`src/rtl/la_sample_uploader_if.sv`:
```
// Read port of the standard-mode sample FIFO.
// master = uploader (reader), slave = FIFO.
interface la_sample_uploader_if;
  logic       fifo_empty;
  logic [7:0] fifo_rdata;
  logic       fifo_ren;

  modport master (
    input  fifo_empty,
    input  fifo_rdata,
    output fifo_ren
  );

  modport slave (
    output fifo_empty,
    output fifo_rdata,
    input  fifo_ren
  );
endinterface

```
`src/rtl/la_sample_uploader.sv`:
```
// Drains capture FIFO samples and streams them as 8N1 UART bursts,
// each burst led by a sync byte.
module la_sample_uploader #(
  parameter int         CLK_DIV   = 434,
  parameter int         BURST_LEN = 16,
  parameter logic [7:0] SYNC_BYTE = 8'hA5
) (
  input  logic                        clk,
  input  logic                        rst,
  input  logic                        enable,
  la_sample_uploader_if.master        fifo,
  output logic                        uart_tx,
  output logic                        busy,
  output logic [15:0]                 burst_cnt
);

  typedef enum logic [2:0] {
    IDLE, SYNC, FETCH, LATCH, SHIFT, WAITF
  } state_t;

  localparam logic [15:0] BAUD_MAX = 16'(CLK_DIV - 1);
  localparam logic [7:0]  SAMP_MAX = 8'(BURST_LEN);

  state_t      state;
  state_t      state_n;
  logic [15:0] baud;
  logic [3:0]  bitn;
  logic [7:0]  sreg;
  logic [7:0]  scnt;
  logic        bit_end;
  logic        frame_end;
  logic        done;

  assign bit_end   = (baud == BAUD_MAX);
  assign frame_end = (state == SHIFT) && bit_end && (bitn == 4'd9);
  assign done      = (scnt == SAMP_MAX);

  assign busy          = (state != IDLE);
  assign fifo.fifo_ren = (state == FETCH) && !fifo.fifo_empty;

  always_ff @(posedge clk or posedge rst) begin
    if (rst) state <= IDLE;
    else     state <= state_n;
  end

  always_comb begin
    state_n = state;
    unique case (state)
      IDLE:  if (enable && !fifo.fifo_empty) state_n = SYNC;
      SYNC:  state_n = SHIFT;
      FETCH: state_n = LATCH;
      LATCH: state_n = SHIFT;
      SHIFT: begin
        if (frame_end) begin
          if (done)                  state_n = IDLE;
          else if (!enable)          state_n = IDLE;
          else if (!fifo.fifo_empty) state_n = FETCH;
          else                       state_n = WAITF;
        end
      end
      WAITF: begin
        if (!enable)               state_n = IDLE;
        else if (!fifo.fifo_empty) state_n = FETCH;
      end
      default: state_n = IDLE;
    endcase
  end

  // Start bit is driven on the edge that enters SHIFT.
  always_ff @(posedge clk or posedge rst) begin
    if (rst) begin
      uart_tx   <= 1'b1;
      sreg      <= '0;
      baud      <= '0;
      bitn      <= '0;
      scnt      <= '0;
      burst_cnt <= '0;
    end else begin
      unique case (state)
        IDLE: begin
          uart_tx <= 1'b1;
          scnt    <= '0;
        end
        SYNC: begin
          sreg    <= SYNC_BYTE;
          uart_tx <= 1'b0;
          baud    <= '0;
          bitn    <= '0;
        end
        LATCH: begin
          sreg    <= fifo.fifo_rdata;
          scnt    <= scnt + 8'd1;
          uart_tx <= 1'b0;
          baud    <= '0;
          bitn    <= '0;
        end
        SHIFT: begin
          if (bit_end) begin
            baud <= '0;
            if (bitn == 4'd9) begin
              uart_tx <= 1'b1;
              if (done) burst_cnt <= burst_cnt + 16'd1;
            end else begin
              bitn    <= bitn + 4'd1;
              uart_tx <= (bitn == 4'd8) ? 1'b1
                                        : sreg[bitn[2:0]];
            end
          end else begin
            baud <= baud + 16'd1;
          end
        end
        default: uart_tx <= 1'b1;
      endcase
    end
  end

endmodule

```
`src/flat_wrapper.sv`:
```
// flat-port wrapper written by rule: the top's interface ports become plain ports
module la_sample_uploader_flat 
#(
  parameter int         CLK_DIV   = 434,
  parameter int         BURST_LEN = 16,
  parameter logic [7:0] SYNC_BYTE = 8'hA5
)
  (clk, rst, enable, uart_tx, busy, burst_cnt, fifo_fifo_empty, fifo_fifo_rdata, fifo_fifo_ren);
  la_sample_uploader_if fifo_i ();
  input  logic clk;
  input  logic rst;
  input  logic enable;
  output logic uart_tx;
  output logic busy;
  output logic [15:0] burst_cnt;
  input wire logic [$bits(fifo_i.fifo_empty)-1:0] fifo_fifo_empty;
  input wire logic [$bits(fifo_i.fifo_rdata)-1:0] fifo_fifo_rdata;
  output wire logic [$bits(fifo_i.fifo_ren)-1:0] fifo_fifo_ren;
  assign fifo_i.fifo_empty = fifo_fifo_empty;
  assign fifo_i.fifo_rdata = fifo_fifo_rdata;
  assign fifo_fifo_ren = fifo_i.fifo_ren;
  la_sample_uploader #(.CLK_DIV(CLK_DIV), .BURST_LEN(BURST_LEN), .SYNC_BYTE(SYNC_BYTE)) u_core (.clk(clk), .rst(rst), .enable(enable), .fifo(fifo_i), .uart_tx(uart_tx), .busy(busy), .burst_cnt(burst_cnt));
endmodule
```
`config.mk`:
```
export PLATFORM = sky130hd
export DESIGN_NAME = la_sample_uploader_flat
export DESIGN_NICKNAME = d
export VERILOG_FILES = /design/src/rtl/la_sample_uploader_if.sv /design/src/rtl/la_sample_uploader.sv /design/src/flat_wrapper.sv
export SDC_FILE = /design/constraint.sdc
export NUM_CORES = 1
export LEC_CHECK = 0
export CORE_MARGIN = 2
export CORE_UTILIZATION = 49
export CTS_CLUSTER_DIAMETER = 60
export DETAILED_ROUTE_END_ITERATION = 10
export GPL_TIMING_DRIVEN = 0
export PLACE_DENSITY = 0.78
export SLEW_MARGIN = 20
export SYNTH_ARGS = -nofsm -noshare
export SYNTH_HDL_FRONTEND = slang
export SYNTH_SLANG_ARGS = --single-unit
```
`constraint.sdc`:
```
create_clock -name clk -period 7 [get_ports clk]
set_input_delay 2.1 -clock clk [delete_from_list [all_inputs] [get_ports clk]]
set_output_delay 2.1 -clock clk [all_outputs]
set_load 0.01 [all_outputs]
```
[Word level (Yosys, flattened, before mapping)]
Cells that the tools add are included.
Storage, ports and cells
  flip-flop bits (word level): 56
  input port bits: 12
  output and inout bits: 19
  word-level logic and storage cells: 61
Operators by class
  equal/unequal tests: 14
  $lt $le $gt $ge: 1
  reductions and logical operators: 14
  multiplexer cells: 21
  add/subtract/negate cells: 4
Operators with widths (number)
  $add 16x1->16 const B: 2
  $pmux 16 s2: 1
  $pmux 8 s2: 2
  $mux 3: 7
  $eq 16x9->1 const B: 1
  $mux 16: 1
  $pmux 3 s5: 1
  $add 8x1->8 const B: 1
  $eq 4x4->1 const B: 2
  $eq 8x5->1 const B: 1
  $mux 4: 2
  $pmux 4 s2: 1
  $eq 3x2->1 const B: 2
  $eq 3x3->1 const B: 2
  $ne 2x1->1 const B: 3
  $reduce_and 3->1: 2
  $reduce_bool 2->1: 3
  $add 4x1->4 const B: 1
  $logic_and 1x1->1: 4
  $lt 3x4->1 const B: 1
  $mux 1: 4
  $reduce_and 4->1: 1
  $bmux 1 s3: 1
  $eq 3x1->1 const B: 1
  7 further kinds: 7

[Longest topological paths before layout]
Gate-level depths: netlist of the first run.
  depth in word-level cells: 6
  mapped depth: 9
  depth with buffers taken out: 7

[Worst setup path after synthesis of the first run]
No wires, ideal clock.
  path kind: input port to output port
  from: in fifo_fifo_empty
  to: out fifo_fifo_ren
  buffers on the path: 0
  stages: 1
  data arrival time: 2.269 ns
  slack: 2.631 ns
  required time: 4.900 ns
  cell sequence: nor2_1
Between the ends
  cells in the longest elaborated chain, start to end: 2
Ends and longest elaborated chain
  start: declaration: RTL line flat_wrapper.sv:16  | input wire logic [$bits(fifo_i.fifo_empty)-1:0] fifo_fifo_empty;
  $logic_not 1->1: RTL line la_sample_uploader.sv:39  | assign fifo.fifo_ren = (state == FETCH) && !fifo.fifo_empty;
  $logic_and 1x1->1: RTL line la_sample_uploader.sv:39
  end: declaration: RTL line flat_wrapper.sv:18  | output wire logic [$bits(fifo_i.fifo_ren)-1:0] fifo_fifo_ren;
No other way between the ends.

[Worst setup path after layout of the first run]
Ends and elaborated chain as after synthesis.

==> impl_metrics.py, run 1 <==
metrics = {
    "setup_path": {
        "reg2regPathDepth": 7,
        "worst_r2r_endpoint": "u_core.burst_cnt[11]",
        "reg2reg_from": "u_core.state[1]",
        "path_class": "in -> out",
        "cp-endpoint": "fifo_fifo_ren",
        "cp_slowest_cell": "clkdlybuf4s50_1",
        "crit_start": "fifo_fifo_empty",
        "path_cells": "clkdlybuf4s50_1 -> nor2_1 -> clkdlybuf4s50_1",
        "cp.depth": 3,
        "cpPeakStageDelay_ns": 0.54,
        "crit_fanout": 3,
        "crit_required_ns": 4.90,
        "r2r_setup_slack_ns": 4.45,
        "crit_path_end_kind": "output port",
        "path_delay_family": "buffers and inverters",
        "arrival_ns": 3.22,
        "startpoint_type": "input port",
        "critical_path_buf_inv_count": 2,
        "cp_common_cell": "clkdlybuf4s50_1",
    },
    "layout": {
        "nets": 393,
        "fin_cells": 449,
        "final_cell_mix": "55 x dfrtp_1, 46 x nand2_1, 30 x clkdlybuf4s50_1",
        "drive_above_1_share": 0.05615,
        "layout_commonest_cell": "dfrtp_1",
        "design_area_um2": 3562,
        "n_antenna_cell": 0,
        "syn2layout_area_growth_pct": 16.63,
    },
    "synthesis": {
        "syn_nets": 356,
        "ys_types": 44,
        "synth-async-reset-ratio": 1.000,
        "synth-seq-cells": 56,
        "syn_avg_cell_area_um2": 9.090,
        "syn_inst": 336,
        "yosysWarnings": 0,
        "synth_edf_count": 0,
        "yosys_most_used_dff": "dfrtp_1",
        "syn_area_um2": 3054,
        "yosysSeqAreaShare": 0.4592,
    },
    "routing": {
        "antenna_left": 0,
        "wl_mm": 6.518,
        "drt-vias-per-instance": 5.822,
        "drc": 0,
        "via_count": 2614,
        "wl_per_cell_um": 14.52,
        "first_pass_iters": 6,
        "dr.first_iter.drc_count": 171,
    },
    "cts": {
        "cts_tree": "built",
        "cts-htree-levels": 2,
        "cts_buffers": 5,
        "ctsResizeCount": 0,
        "ctsRootBufferMaster": "clkbuf_8",
        "clock_latency_ns": 0.32,
        "postCtsSetupBuffers": 0,
        "holdBufCountCts": 0,
        "cts_max_path_buffers": 2,
        "clock-sinks": 56,
        "clkTransAtPathRegs_ns": 0.09,
    },
    "floorplan": {
        "num_rows": 28,
        "core_area_um2": 5956,
        "fp.dieH_um": 82.95,
        "die_x_um": 82.95,
        "dieArea_um2": 6881,
        "initial_core_util": 0.5128,
        "num_io_pins": 31,
    },
    "timing": {
        "worstMarginPinSlew_ns": 0.7377,
        "holdWs_ns": 0.4729,
        "setup_viol": 0,
        "layout_min_cycle_time_ns": 5.323,
        "rsz0062_at_grt": "no",
        "maxSlewViolCount": 0,
        "fin_tns_setup_ns": 0,
        "period_share": 0.7604,
        "fin_skew_ns": 0.01093,
        "relSlewSlack": 0.5037,
        "fmaxAchievable_mhz": 187.9,
        "finalHoldViolCount": 0,
    },
    "global_route": {
        "grt_use_total": 0.1935,
        "grt_max_degree": 57,
        "overflow": 0,
        "grt_pass1_wl_mm": 11.21,
        "antenna_found_initial": 0,
        "grt_pass1_vias": 2474,
    },
    "place": {
        "routabilityCongestion": 0.8935,
        "dp_hpwl_mm": 4.615,
        "dpl_cell_area_um2": 3451,
        "placed_cells": 441,
        "port_buffers": 30,
    },
    "power_and_ir_drop": {
        "powerDensity_nw_per_um2": 242.9,
        "vdd_drop_max_mv": 0.1764,
        "leakage_nw": 1.573,
    },
    "flow_run": {
        "cap_violations": 0,
    },
    "min_path": {
        "hold_class": "reg -> reg",
    },
    "run_status": {
        "outcome": "finished, final reports clean",
    },
}
==> metrics by stage <==
step                  util  setup slack, ns  power (W)
floorplan                -            2.631  0.0005776
global route        0.5981            1.609  0.0009216
finish              0.5981            1.677  0.0008651
CTS                 0.5981            1.680  0.0008696
detailed placement  0.5794            1.692  0.0006546
global placement    0.5790            1.684  0.0006428
==> final cells by class <==
cell class | instances | area (um2)
buffer | 16 | 76.32
clock buffer | 5 | 68.82
clock inverter | 3 | 42.54
fill | 536 | 2394
inverter | 15 | 58.81
multi-input combinational | 249 | 1519
sequential | 56 | 1403
tap | 75 | 93.84
timing repair buffer | 30 | 300.3
==> flip-flops by register name (all words and copies together), names as in the netlist <==
name,count
u_core.sreg,8
u_core.state,3
u_core.baud,16
u_core.scnt,8
u_core.uart_tx,1
u_core.bitn,4
u_core.burst_cnt,16
==> metal layers <==
| layer | global-route usage | part of all wire | vias up | wire length [um] |
|---|---|---|---|---|
| li1 | - | - | 1264 | - |
| met1 | 0.2656 | 0.45 | 1253 | 2916 |
| met2 | 0.3130 | 0.49 | 86 | 3181 |
| met3 | 0.02982 | 0.051 | 11 | 333 |
| met4 | 0.06706 | 0.013 | 0 | 87 |
| met5 | 0 | 0 | - | 0 |
==> cell families (layout without fill, tap and decap cells) <==
family / Yosys count / in the layout / share of synthesized area
simple gates: 150 / 150 / 0.2556
compound gates: 67 / 67 / 0.1295
flops: 56 / 56 / 0.4592
buf+inv: 31 / 69 / 0.04342
xor+xnor: 18 / 18 / 0.05162
fa+ha+maj: 8 / 8 / 0.03277
mux: 6 / 6 / 0.02786
==> tightest hold or removal path: cells and delay by family, from the launching register on <==
| kind | cells | cell delay [ns] |
|---|---|---|
| AND/OR/NAND/NOR | 2 | 0.10 |
| flip-flops | 1 | 0.35 |
==> report_power, final <==
group | switching (W) | internal (W)
clock | 0.000111 | 0.000106
sequential | 0.0000324 | 0.000366
combinational | 0.000156 | 0.0000943
total | 0.000299 | 0.000566
==> how the worst min path moves through the flow <==
stage                               from  cells after the start        endpoint  slack [ns]
after floorplan           u_core.sreg[2]                      2  u_core.sreg[2]        0.43
final                     u_core.sreg[1]                      2  u_core.sreg[1]        0.47
after CTS                 u_core.sreg[1]                      2  u_core.sreg[1]        0.48
after global placement    u_core.sreg[1]                      2  u_core.sreg[1]        0.45
after global routing      u_core.sreg[7]                      2  u_core.sreg[7]        0.50
after detailed placement  u_core.sreg[1]                      2  u_core.sreg[1]        0.46
==> Yosys cell counts, drive strengths merged (2+ instances only) <==
cell | count | area (um2)
nand2b | 3 | 18.77
and2 | 3 | 18.77
nand2 | 46 | 172.7
nor3b | 5 | 37.54
a31oi | 7 | 43.79
inv | 15 | 56.30
a22o | 2 | 17.52
nor2b | 3 | 18.77
a31o | 2 | 17.52
and3 | 6 | 37.54
a21o | 3 | 22.52
a41oi | 2 | 17.52
nor2 | 19 | 71.32
xnor2 | 11 | 96.34
or2 | 2 | 12.51
or3 | 4 | 30.03
buf | 2 | 22.52
nand4 | 8 | 50.05
o22ai | 2 | 12.51
dfrtp | 55 | 1376
nor3 | 13 | 65.06
mux2i | 4 | 40.04
and4 | 4 | 35.03
xor2 | 7 | 61.31
nor4b | 2 | 17.52
clkbuf | 14 | 53.80
nor4 | 7 | 58.81
a22oi | 3 | 22.52
nand3 | 22 | 110.1
mux4 | 2 | 45.04
o21ai | 23 | 115.1
a21oi | 19 | 95.09
ha | 8 | 100.1
Note: power is estimated with default switching activity, not from simulation.
==> run 2: changes to the inputs <==
PLACE_DENSITY = 0.81   (was 0.78)
clock period = 4.84 ns   (was 7 ns; I/O delays follow)
==> run 2 against run 1 <==
Against the previous run: count of clock-buffer cells in the layout is 1 higher; power is 50% higher; routed wire length is 0.97% lower; via count is 0.80% lower; sequential power is 44% higher; register-to-register slack worse by 2.2 ns; first-iteration DRC count is 5.3% lower; core utilization is 0.36 points higher; combinational power is 45% higher; clock skew is 0.00063 ns lower; final area is 0.60% higher; flip-flop and latch count stayed put; critical path type unchanged; largest power group unchanged.
==> impl_metrics.py, run 2 (synthesis gave the netlist of run 1 again) <==
metrics = {
    "run_status": {
        "outcome": "finished, final reports clean",
    },
    "layout": {
        "multiInputGateArea_um2": 1519,
        "nets": 393,
        "syn2layout_area_growth_pct": 17.33,
        "n_fill_cell": 542,
        "layout_commonest_cell": "dfrtp_1",
        "n_antenna_cell": 0,
        "reg_top3": "u_core.baud: 16 flops, u_core.burst_cnt: 16 flops",
        "final_cell_mix": "55 x dfrtp_1, 46 x nand2_1, 30 x clkdlybuf4s50_1",
        "drive_above_1_share": 0.05348,
        "ff_latch_area_um2": 1403,
    },
    "floorplan": {
        "dieArea_um2": 6881,
        "die_x_um": 82.95,
        "num_io_pins": 31,
        "core_area_um2": 5956,
        "initial_core_util": 0.5128,
        "fp.dieH_um": 82.95,
        "num_rows": 28,
    },
    "timing": {
        "maxSlewViolCount": 0,
        "fin_skew_ns": 0.01030,
        "worstMarginPinSlew_ns": 0.7200,
        "fin_tns_setup_ns": 0,
        "layout_min_cycle_time_ns": 4.003,
        "setup_viol": 0,
        "finalHoldViolCount": 0,
        "relSlewSlack": 0.5156,
        "holdWs_ns": 0.4738,
        "rsz0062_at_grt": "no",
        "fmaxAchievable_mhz": 249.8,
        "setup_ws_ns": 0.8368,
        "period_share": 0.8271,
    },
    "power_and_ir_drop": {
        "pwr-share-seq": 0.442,
        "p_switching_w": 0.0004262,
        "total_power_w": 0.001299,
        "p_int_w": 0.0008729,
        "leakage_nw": 1.584,
        "powerDensity_nw_per_um2": 362.5,
        "power.share.clock": 0.279,
        "comb_power_share": 0.280,
        "vdd_drop_max_mv": 0.2648,
        "swShare": 0.3281,
    },
    "global_route": {
        "grt_max_degree": 57,
        "grt_use_total": 0.1973,
        "grt_pass1_vias": 2476,
        "overflow": 0,
        "grt_pass1_wl_mm": 11.32,
        "antenna_found_initial": 0,
    },
    "cts": {
        "holdBufCountCts": 0,
        "cts_max_path_buffers": 2,
        "ctsResizeCount": 0,
        "postCtsSetupBuffers": 0,
        "clock-sinks": 56,
        "ctsRootBufferMaster": "clkbuf_8",
        "clkTransAtPathRegs_ns": 0.10,
        "cts-htree-levels": 2,
        "clock_latency_ns": 0.32,
        "cts_buffers": 5,
        "cts_tree": "built",
    },
    "routing": {
        "drc": 0,
        "dr.first_iter.drc_count": 162,
        "wl_per_cell_um": 14.38,
        "antenna_left": 0,
        "wl_mm": 6.455,
        "first_pass_iters": 4,
        "drt-vias-per-instance": 5.775,
        "via_count": 2593,
    },
    "setup_path": {
        "crit_fanout": 3,
        "crit_required_ns": 3.39,
        "startpoint_type": "input port",
        "path_class": "in -> out",
        "crit_path_end_kind": "output port",
        "cpPeakStageDelay_ns": 0.54,
        "cp_common_cell": "clkdlybuf4s50_1",
        "arrival_ns": 2.55,
        "path_cells": "clkdlybuf4s50_1 -> nor2_1 -> clkdlybuf4s50_1",
        "cp_slowest_cell": "clkdlybuf4s50_1",
    },
    "place": {
        "port_buffers": 30,
        "dp_hpwl_mm": 4.537,
        "place_ws_ns": 0.8238,
        "routabilityCongestion": 0.8613,
    },
    "flow_run": {
        "cap_violations": 0,
    },
    "min_path": {
        "hold_class": "reg -> reg",
    },
}
run 2: power by group through the flow:
stage | combinational [W] | clock [W] | sequential [W]
5_1_grt | 0.000415 | 0.000385 | 0.000581
6_report | 0.000363 | 0.000362 | 0.000574
3_5_place_dp | 0.000361 | 0 | 0.000583
3_3_place_gp | 0.000348 | 0 | 0.000580
4_1_cts | 0.000363 | 0.000369 | 0.000574
2_1_floorplan | 0.000262 | 0 | 0.000573
run 2: worst paths after layout:
path | startpoint | endpoint | slack (ns) | cells past startpoint
setup / recovery | fifo_fifo_empty | fifo_fifo_ren | 0.84 | 3
hold reg to reg | u_core.burst_cnt[15] | u_core.burst_cnt[15] | 0.47 | 1
max in group asynchronous | rst | u_core.burst_cnt[4] | 2.79 | 2
setup reg to reg | u_core.state[1] | u_core.burst_cnt[11] | 2.29 | 7
min in group asynchronous | rst | u_core.baud[8] | 1.58 | 2
hold / removal | u_core.burst_cnt[15] | u_core.burst_cnt[15] | 0.47 | 1
run 2: layer usage:
layer  track usage  up-vias  wire (um)
li1              -     1265          -
met1        0.2641     1262       3041
met2        0.3145       57       3051
met3       0.03579        9        260
met4       0.08644        0        102
met5             0        -          0
run 2: layout make-up:
| type | instances | area share |
|---|---|---|
| Clock buffer | 6 | 0.02025 |
| Timing Repair Buffer | 30 | 0.08380 |
| Sequential cell | 56 | 0.3914 |
| Inverter | 15 | 0.01641 |
| Buffer | 16 | 0.02130 |
| Tap cell | 75 | 0.02619 |
| Multi-Input combinational cell | 249 | 0.4239 |
| Clock inverter | 2 | 0.01676 |
run 2: metrics by stage:
step / utilization / cell area [um2] / cells
after floorplan: - / 3054 / 336
after CTS: 0.6017 / 3583 / 449
final: 0.6017 / 3583 / 449
after global placement: 0.5790 / 3448 / 441
after global routing: 0.6017 / 3583 / 449
after detailed placement: 0.5794 / 3451 / 441
run 2: worst max-delay path, delay by kind of cell:
family | cells | cell delay, ns
and+or+nand+nor | 1 | 0.12
buffers and inverters | 2 | 0.98
